`src/rtl/instr_mem_fetch.sv`:
```
// Clocked instruction memory with self-initialising sweep, program-load port and
// registered request/valid fetch. Optional macro IMEM_BOUNDS_CHECK_EN adds AddrErr.
module instr_mem_fetch #(
  parameter int DATA_W    = 32,
  parameter int DEPTH     = 128,
  parameter int ADDR_W    = 7,
  parameter int INIT_MODE = 1
) (
  input  logic              Clk,
  input  logic              Reset,
  input  logic              ReqValid,
  output logic              ReqReady,
  input  logic [31:0]       Address,
  input  logic              Stall,
  output logic [DATA_W-1:0] Instruction,
  output logic              InstValid,
  input  logic              LoadEn,
  input  logic [ADDR_W-1:0] LoadAddr,
  input  logic [DATA_W-1:0] LoadData,
  output logic              InitBusy
`ifdef IMEM_BOUNDS_CHECK_EN
  ,
  output logic              AddrErr
`endif
);

  typedef enum logic {INIT, RUN} state_t;

  state_t            state_q, state_d;
  logic [ADDR_W-1:0] cnt_q, cnt_d;
  logic [DATA_W-1:0] mem [DEPTH];
  logic [ADDR_W-1:0] rd_idx_p0;
  logic              accept_p0;
  logic              unused_addr;

  function automatic logic [DATA_W-1:0] init_word(input logic [ADDR_W-1:0] idx);
    logic [DATA_W+1:0] prod;
    if (INIT_MODE == 0) return '0;
    prod = {{(DATA_W+2-ADDR_W){1'b0}}, idx} * (DATA_W+2)'(3);
    return prod[DATA_W-1:0];
  endfunction

  always_ff @(posedge Clk or negedge Reset) begin
    if (!Reset) begin
      state_q <= INIT;
      cnt_q   <= '0;
    end else begin
      state_q <= state_d;
      cnt_q   <= cnt_d;
    end
  end

  // Sweep writes one word per cycle; the edge writing the last index enters RUN.
  always_comb begin
    state_d = state_q;
    cnt_d   = cnt_q;
    if (state_q == INIT) begin
      cnt_d = cnt_q + 1'b1;
      if (cnt_q == ADDR_W'(DEPTH - 1)) state_d = RUN;
    end
  end

  assign InitBusy  = (state_q == INIT);
  assign ReqReady  = (state_q == RUN) && !Stall;
  assign accept_p0 = ReqValid && ReqReady;
  assign rd_idx_p0 = Address[ADDR_W+1:2];

  // Memory has no reset; the sweep is its only initialisation, and loads are ignored during it.
  always_ff @(posedge Clk) begin
    if (state_q == INIT)
      mem[cnt_q] <= init_word(cnt_q);
    else if (LoadEn)
      mem[LoadAddr] <= LoadData;
  end

`ifdef IMEM_BOUNDS_CHECK_EN
  logic oob_p0;
  assign oob_p0      = |Address[31:ADDR_W+2];
  assign unused_addr = ^Address[1:0];

  // Stage p0 -> output register: read-before-write against a same-cycle load.
  always_ff @(posedge Clk or negedge Reset) begin
    if (!Reset) begin
      Instruction <= '0;
      InstValid   <= 1'b0;
      AddrErr     <= 1'b0;
    end else if (accept_p0) begin
      Instruction <= oob_p0 ? '0 : mem[rd_idx_p0];
      InstValid   <= 1'b1;
      AddrErr     <= oob_p0;
    end else if (!Stall) begin
      InstValid   <= 1'b0;
      AddrErr     <= 1'b0;
    end
  end
`else
  assign unused_addr = ^{Address[31:ADDR_W+2], Address[1:0]};

  // Stage p0 -> output register: read-before-write against a same-cycle load.
  always_ff @(posedge Clk or negedge Reset) begin
    if (!Reset) begin
      Instruction <= '0;
      InstValid   <= 1'b0;
    end else if (accept_p0) begin
      Instruction <= mem[rd_idx_p0];
      InstValid   <= 1'b1;
    end else if (!Stall) begin
      InstValid   <= 1'b0;
    end
  end
`endif

endmodule

```
`config.mk`:
```
export PLATFORM = sky130hd
export DESIGN_NAME = instr_mem_fetch
export DESIGN_NICKNAME = d
export VERILOG_FILES = /design/src/rtl/instr_mem_fetch.sv
export SDC_FILE = /design/constraint.sdc
export NUM_CORES = 2
export LEC_CHECK = 0
export ABC_AREA = 1
export BUFFER_PORTS_ARGS = -buffer_cell sky130_fd_sc_hd__buf_2
export CAP_MARGIN = 20
export CORE_UTILIZATION = 60
export CTS_CLUSTER_SIZE = 25
export DETAILED_ROUTE_END_ITERATION = 12
export HOLD_SLACK_MARGIN = 0.08
export PLACE_DENSITY = 0.76
export REMOVE_ABC_BUFFERS = 1
export SYNTH_ARGS = -nofsm -noshare
export SYNTH_HDL_FRONTEND = slang
export SYNTH_SLANG_ARGS = --single-unit
```
`constraint.sdc`:
```
create_clock -name Clk -period 8.5 [get_ports Clk]
set_input_delay 0.85 -clock Clk [delete_from_list [all_inputs] [get_ports Clk]]
set_output_delay 0.85 -clock Clk [all_outputs]
set_load 0.02 [all_outputs]
```
Word-level counts from Yosys, hierarchy flattened --
Memories as Yosys holds them, arrays and structs flattened. A register that Yosys moved wholly into a read port is not among the register bits. Index checks and enable logic that the tools add are counted.
Storage, ports and cells: output and inout port bits 35, RAM bits 4096, logic and storage cells 25, bits in registers 9, memories 1, input port bits 76
Memories:
- mem | words 128, bits a word 32, read ports 1, clocked after memory_dff 1, wr ports 1, line 31 | logic [DATA_W-1:0] mem [DEPTH];
Cells by class: muxes and demuxes 11, add/subtract/negate cells 1, equality and inequality tests 2, multipliers 1, reductions and logical operators 5, bitwise logic cells 1
Operator list (count):
- $mux W32 | 1
- $reduce_or A32 Y1 | 1
- $mul A7 B2 Y9 const B | 1
- $mux W1 | 9
- $add A7 B1 Y7 const B | 1
- $eq A7 B7 Y1 const B | 1
- $mux W7 | 1
- $logic_and A1 B1 Y1 | 2
- $logic_not A1 Y1 | 2
- $ne A2 B1 Y1 const B | 1
- $not A1 Y1 | 1

Longest topological paths before layout --
depth after elaboration 5, depth in mapped cells 15, depth with buffers taken out 11

Worst setup path after synthesis --
Ideal clock, no wire load.
path type input -> register, start point input LoadEn, end point memory mem[0][3] (data pin), data required time 7303 ps, library setup time 1197 ps, stages 5, data arrival time 6551 ps, slack 752 ps, buffers on the path 2, cells stage by stage nand2_4 buf_2 clkbuf_1 o21ai_0 o21ai_0
Between the ends: longest elaborated chain between the ends 5
RTL lines:
- start, declared | line 17 | input logic LoadEn,
- $mux W1 | line 72 | else if (LoadEn)
- $mux W1 | line 70 | if (state_q == INIT)
- $mux W1 (not written as such) | line 73 | mem[LoadAddr] <= LoadData;
- $reduce_or A32 Y1 (no line)
- $mux W32 (no line)
- end, declared | line 31
Every way passes these cells.

Worst setup path after layout --
start point register state_q, end point memory mem[33][7], enable pin
Between the ends: longest elaborated chain between the ends 4, elaborated cells on any way between the ends 6, those cells by class 5 x mux; 1 x reduce/logical
RTL lines:
- start, declared | line 29 | state_t state_q, state_d;
- start signal, assigned | line 48 | state_q <= state_d;
- $mux W1 | line 70
- $mux W1 (not written as such) | line 73
- $reduce_or A32 Y1 (no line)
- $mux W7 (no line) / $mux W1 (equally long branches)
Several ways; a longest one is shown, not always the timed one.

==> metrics list <==
- Status: complete, no violations
* Hold Crit Start: Stall
- After clock tree synthesis, the clock-pin slew on the worst setup and hold paths is 0.06 ns.
- HP Class: in -> reg
- Fin crit period: 4.79 ns
* Sequential fraction of the synthesis area: 0.741
- Max-cap violations in this run came to 0.
- Data on the critical path is required at its endpoint by 9.01 ns.
- Dividing the detail-routed wire length by the instance count gives 26.3 µm.
- For this design the static power due to leakage is 62.0 nW.
- The final number of max-transition violations was 0.
- Total routing resource utilization after global routing: 0.324
- The clock drives 4137 sinks.
- Crit Reg-Reg Startpoint: state_q$_DFF_PN0_
- The final layout contains 13.6k nets.
- Buffers placed on the I/O ports in this run total 85.
* Residual overflow from global routing: 0
- Critical path capture point type: flop
- For this block, the initial DRC count from the detailed router was 16.1k.
- Clock latency at the later pin of the worst-skew pair: 0.94 ns
* Final GP Congestion: 0.933
- Cells after DPL: 16.8k
* Pre-CTS setup slack: 3.25 ns
- In the routed layout, each cell is associated on average with a via count of 6.36.
- Top fanout value on the critical path: 33
* Destination of the worst hold path: InstValid$_DFFE_PN0P_
- CTS tree: yes
- Number of buffers created by CTS: 402
- After filler insertion, the fill cell instance count of the layout stands at 18.6k.
- The worst setup path is launched from a flop.
- For this configuration, the core starts out at a cell density of 0.604.
* Worst reg2reg setup slack: 3.71 ns
- The worst register-to-register path ends at mem[33][7]$_DFFE_PP_.
- Kind of critical path: reg -> reg
- Synth Instances: 13.7k
- Area of the mapped netlist: 0.167 mm²
- Detailed-route DRC error count: 0
- In the final layout, the share of cells above drive strength 1 is 0.0788.
* Flip-flop and latch count after synthesis: 4137
- Headroom to the max-slew limit came out at 0.147.
- In this run the horizontal extent of the chip is 530 µm.
* Min setup slack post-route: 3.71 ns
- Dpl hpwl: 247000 µm
- Depth of the worst register-to-register path: 9
- Total number of H-tree levels: 5
- Cell depth of the worst hold path: 3
* Pwr dens: 225 mW/mm²
- Core Footprint: 0.277 mm²
- On the final layout, the worst hold slack is 0.165 ns.
- No sink is reached through more buffers than the 4 on the longest clock path.
* Largest net degree at the start of global routing: 237
- Dividing the synthesized area by the synthesized cell count gives 12.3 µm².
- Final non-filler cell total: 17.5k
* Rows: 193
* Post-CTS setup buffer count: 0
- In this run the remaining antenna-violating nets after routing total 0.
* Total wire length: 461000 µm
* DIE HEIGHT: 530 µm
- Setup repair after global routing missed its margin: no
- Wire length of the first global-routing pass: 670000 µm
* Drt first pass iters: 7
- The detailed router placed 112k vias in this run.
- Die area: 0.281 mm²
- Library cells used by synthesis: 31
- Number of I/O pins: 111
- The tree is rooted in a sky130_fd_sc_hd__clkbuf_16.
* Transition time of the tightest slew-check pin: 1.28 ns
- In the finished design, the share of the clock period the worst path needs comes to 0.563.
* F_max: 209 MHz
* Final Power: 41.4 mW
- Synthesis-to-finish area growth: 9.88%
* Final number of setup-violating endpoints: 0
- Final Hold Fails: 0
* Yosys synthesis warning count: 0
- Across the routed clock network, the largest skew measured is 0.0617 ns.
* Number of global-route vias before repair: 107k
- The worst-case IR drop observed on VDD is 219 µV.
* Arrival time of the worst setup path: 5.30 ns
- The number of antenna violations at the first check in global routing was 10.
## layer usage
| metal | up-vias | share of wire | global-route usage |
|---|---|---|---|
| met3 | 1345 | 0.12 | 0.0638 |
| met4 | 2 | 0.075 | 0.217 |
| met1 | 54051 | 0.35 | 0.419 |
| met2 | 7705 | 0.46 | 0.503 |
| met5 | - | 0.000028 | 0 |
| li1 | 48400 | - | - |
## sequential cells by signal, indices dropped and copies added (netlist names)
signal       flops
cnt_q            7
mem           4096
Instruction     32
InstValid        1
state_q          1
## worst max-delay path, cell delays in order (launching register included)
cell,delay [ns]
sky130_fd_sc_hd__dfrtp_1,0.49
sky130_fd_sc_hd__nand2_4,0.34
sky130_fd_sc_hd__buf_4,0.63
sky130_fd_sc_hd__nand2_1,0.12
sky130_fd_sc_hd__o21ai_1,0.36
sky130_fd_sc_hd__inv_1,0.19
sky130_fd_sc_hd__nor2_2,0.25
sky130_fd_sc_hd__nand3_2,0.53
sky130_fd_sc_hd__buf_4,0.49
sky130_fd_sc_hd__nor2_4,0.91
## cell families (layout without fill, tap and decap cells)
kind of cell    after synthesis  count (layout)  synth area share
fa+ha+maj                     9               9          0.000718
buf+inv                     981            1152            0.0360
simple gates               8499            8499             0.221
other cells                   0               6                 0
xor+xnor                      6               6          0.000314
compound gates               22              22          0.000793
flops                      4137            4137             0.741
## where the power goes
part	leakage (nW)	internal, mW	switching (mW)
clock network	6.08	9.60	7.48
logic	25.9	0.575	1.62
registers	30.0	22.1	0.00967
total	62.0	32.2	9.11
## worst max-delay path by stage
stage	from	end	slack (ns)	depth (start not counted)
6_report	state_q$_DFF_PN0_	mem[33][7]$_DFFE_PP_	3.71	9
5_1_grt	state_q$_DFF_PN0_	mem[11][9]$_DFFE_PP_	3.62	9
4_1_cts	state_q$_DFF_PN0_	mem[35][27]$_DFFE_PP_	3.74	8
3_5_place_dp	LoadEn	mem[35][1]$_DFFE_PP_	3.25	9
3_3_place_gp	LoadEn	mem[27][14]$_DFFE_PP_	3.32	9
2_1_floorplan	Address[2]	Instruction[10]$_DFFE_PN0P_	-2.71	11
## synthesized netlist by cell type (all sizes together)
cell / count / area (µm²)
fa: 1 / 20.0
nor3: 8 / 40.0
clkinv: 1 / 3.75
o211ai: 1 / 7.51
nand2: 4281 / 16100
ha: 8 / 100
a21oi: 4 / 20.0
xnor2: 1 / 8.76
buf: 827 / 5430
nor2: 171 / 647
or2: 1 / 6.26
inv: 61 / 234
a31oi: 1 / 6.26
xor2: 5 / 43.8
dfrtp: 41 / 1030
edfxtp: 4096 / 123000
o21ai: 16 / 98.8
clkbuf: 92 / 345
nand3: 4038 / 20200
## through the flow
stage                     TNS (ns)  instance area, µm²   util
after floorplan             -86.64              162000      -
after global placement           0              170000  0.614
after detailed placement         0              171000  0.617
after CTS                        0              183000  0.662
after global routing             0              184000  0.664
final                            0              184000  0.664
## final cells by class
type / instances / area [µm²] / area share
Tap cell: 3705 / 4640 / 0.0252
Timing Repair Buffer: 364 / 3950 / 0.0215
Multi-Input combinational cell: 8536 / 38500 / 0.210
Sequential cell: 4137 / 124000 / 0.674
Clock buffer: 488 / 10400 / 0.0567
Inverter: 62 / 284 / 0.00154
Antenna cell: 6 / 15.0 / 0.0000817
Clock inverter: 238 / 2000 / 0.0109
## layout by cell type (no fill, tap or decap), types with 52 or more instances in the layout
cell / n
sky130_fd_sc_hd__buf_12: 81
sky130_fd_sc_hd__buf_2: 80
sky130_fd_sc_hd__clkbuf_1: 83
sky130_fd_sc_hd__buf_4: 180
sky130_fd_sc_hd__nor2_4: 149
sky130_fd_sc_hd__clkinv_2: 78
sky130_fd_sc_hd__clkbuf_16: 404
sky130_fd_sc_hd__edfxtp_1: 4096
sky130_fd_sc_hd__clkinv_1: 103
sky130_fd_sc_hd__inv_1: 52
sky130_fd_sc_hd__nand3_1: 4035
sky130_fd_sc_hd__nand2_1: 4273
## timing repair
item | CTS | global route
setup endpoints to repair | 0 | 0
hold buffers | 1 | 0
resized for setup | 0 | 0
hold endpoints to repair | 41 | 0
Power figures use the tool's default switching activity.
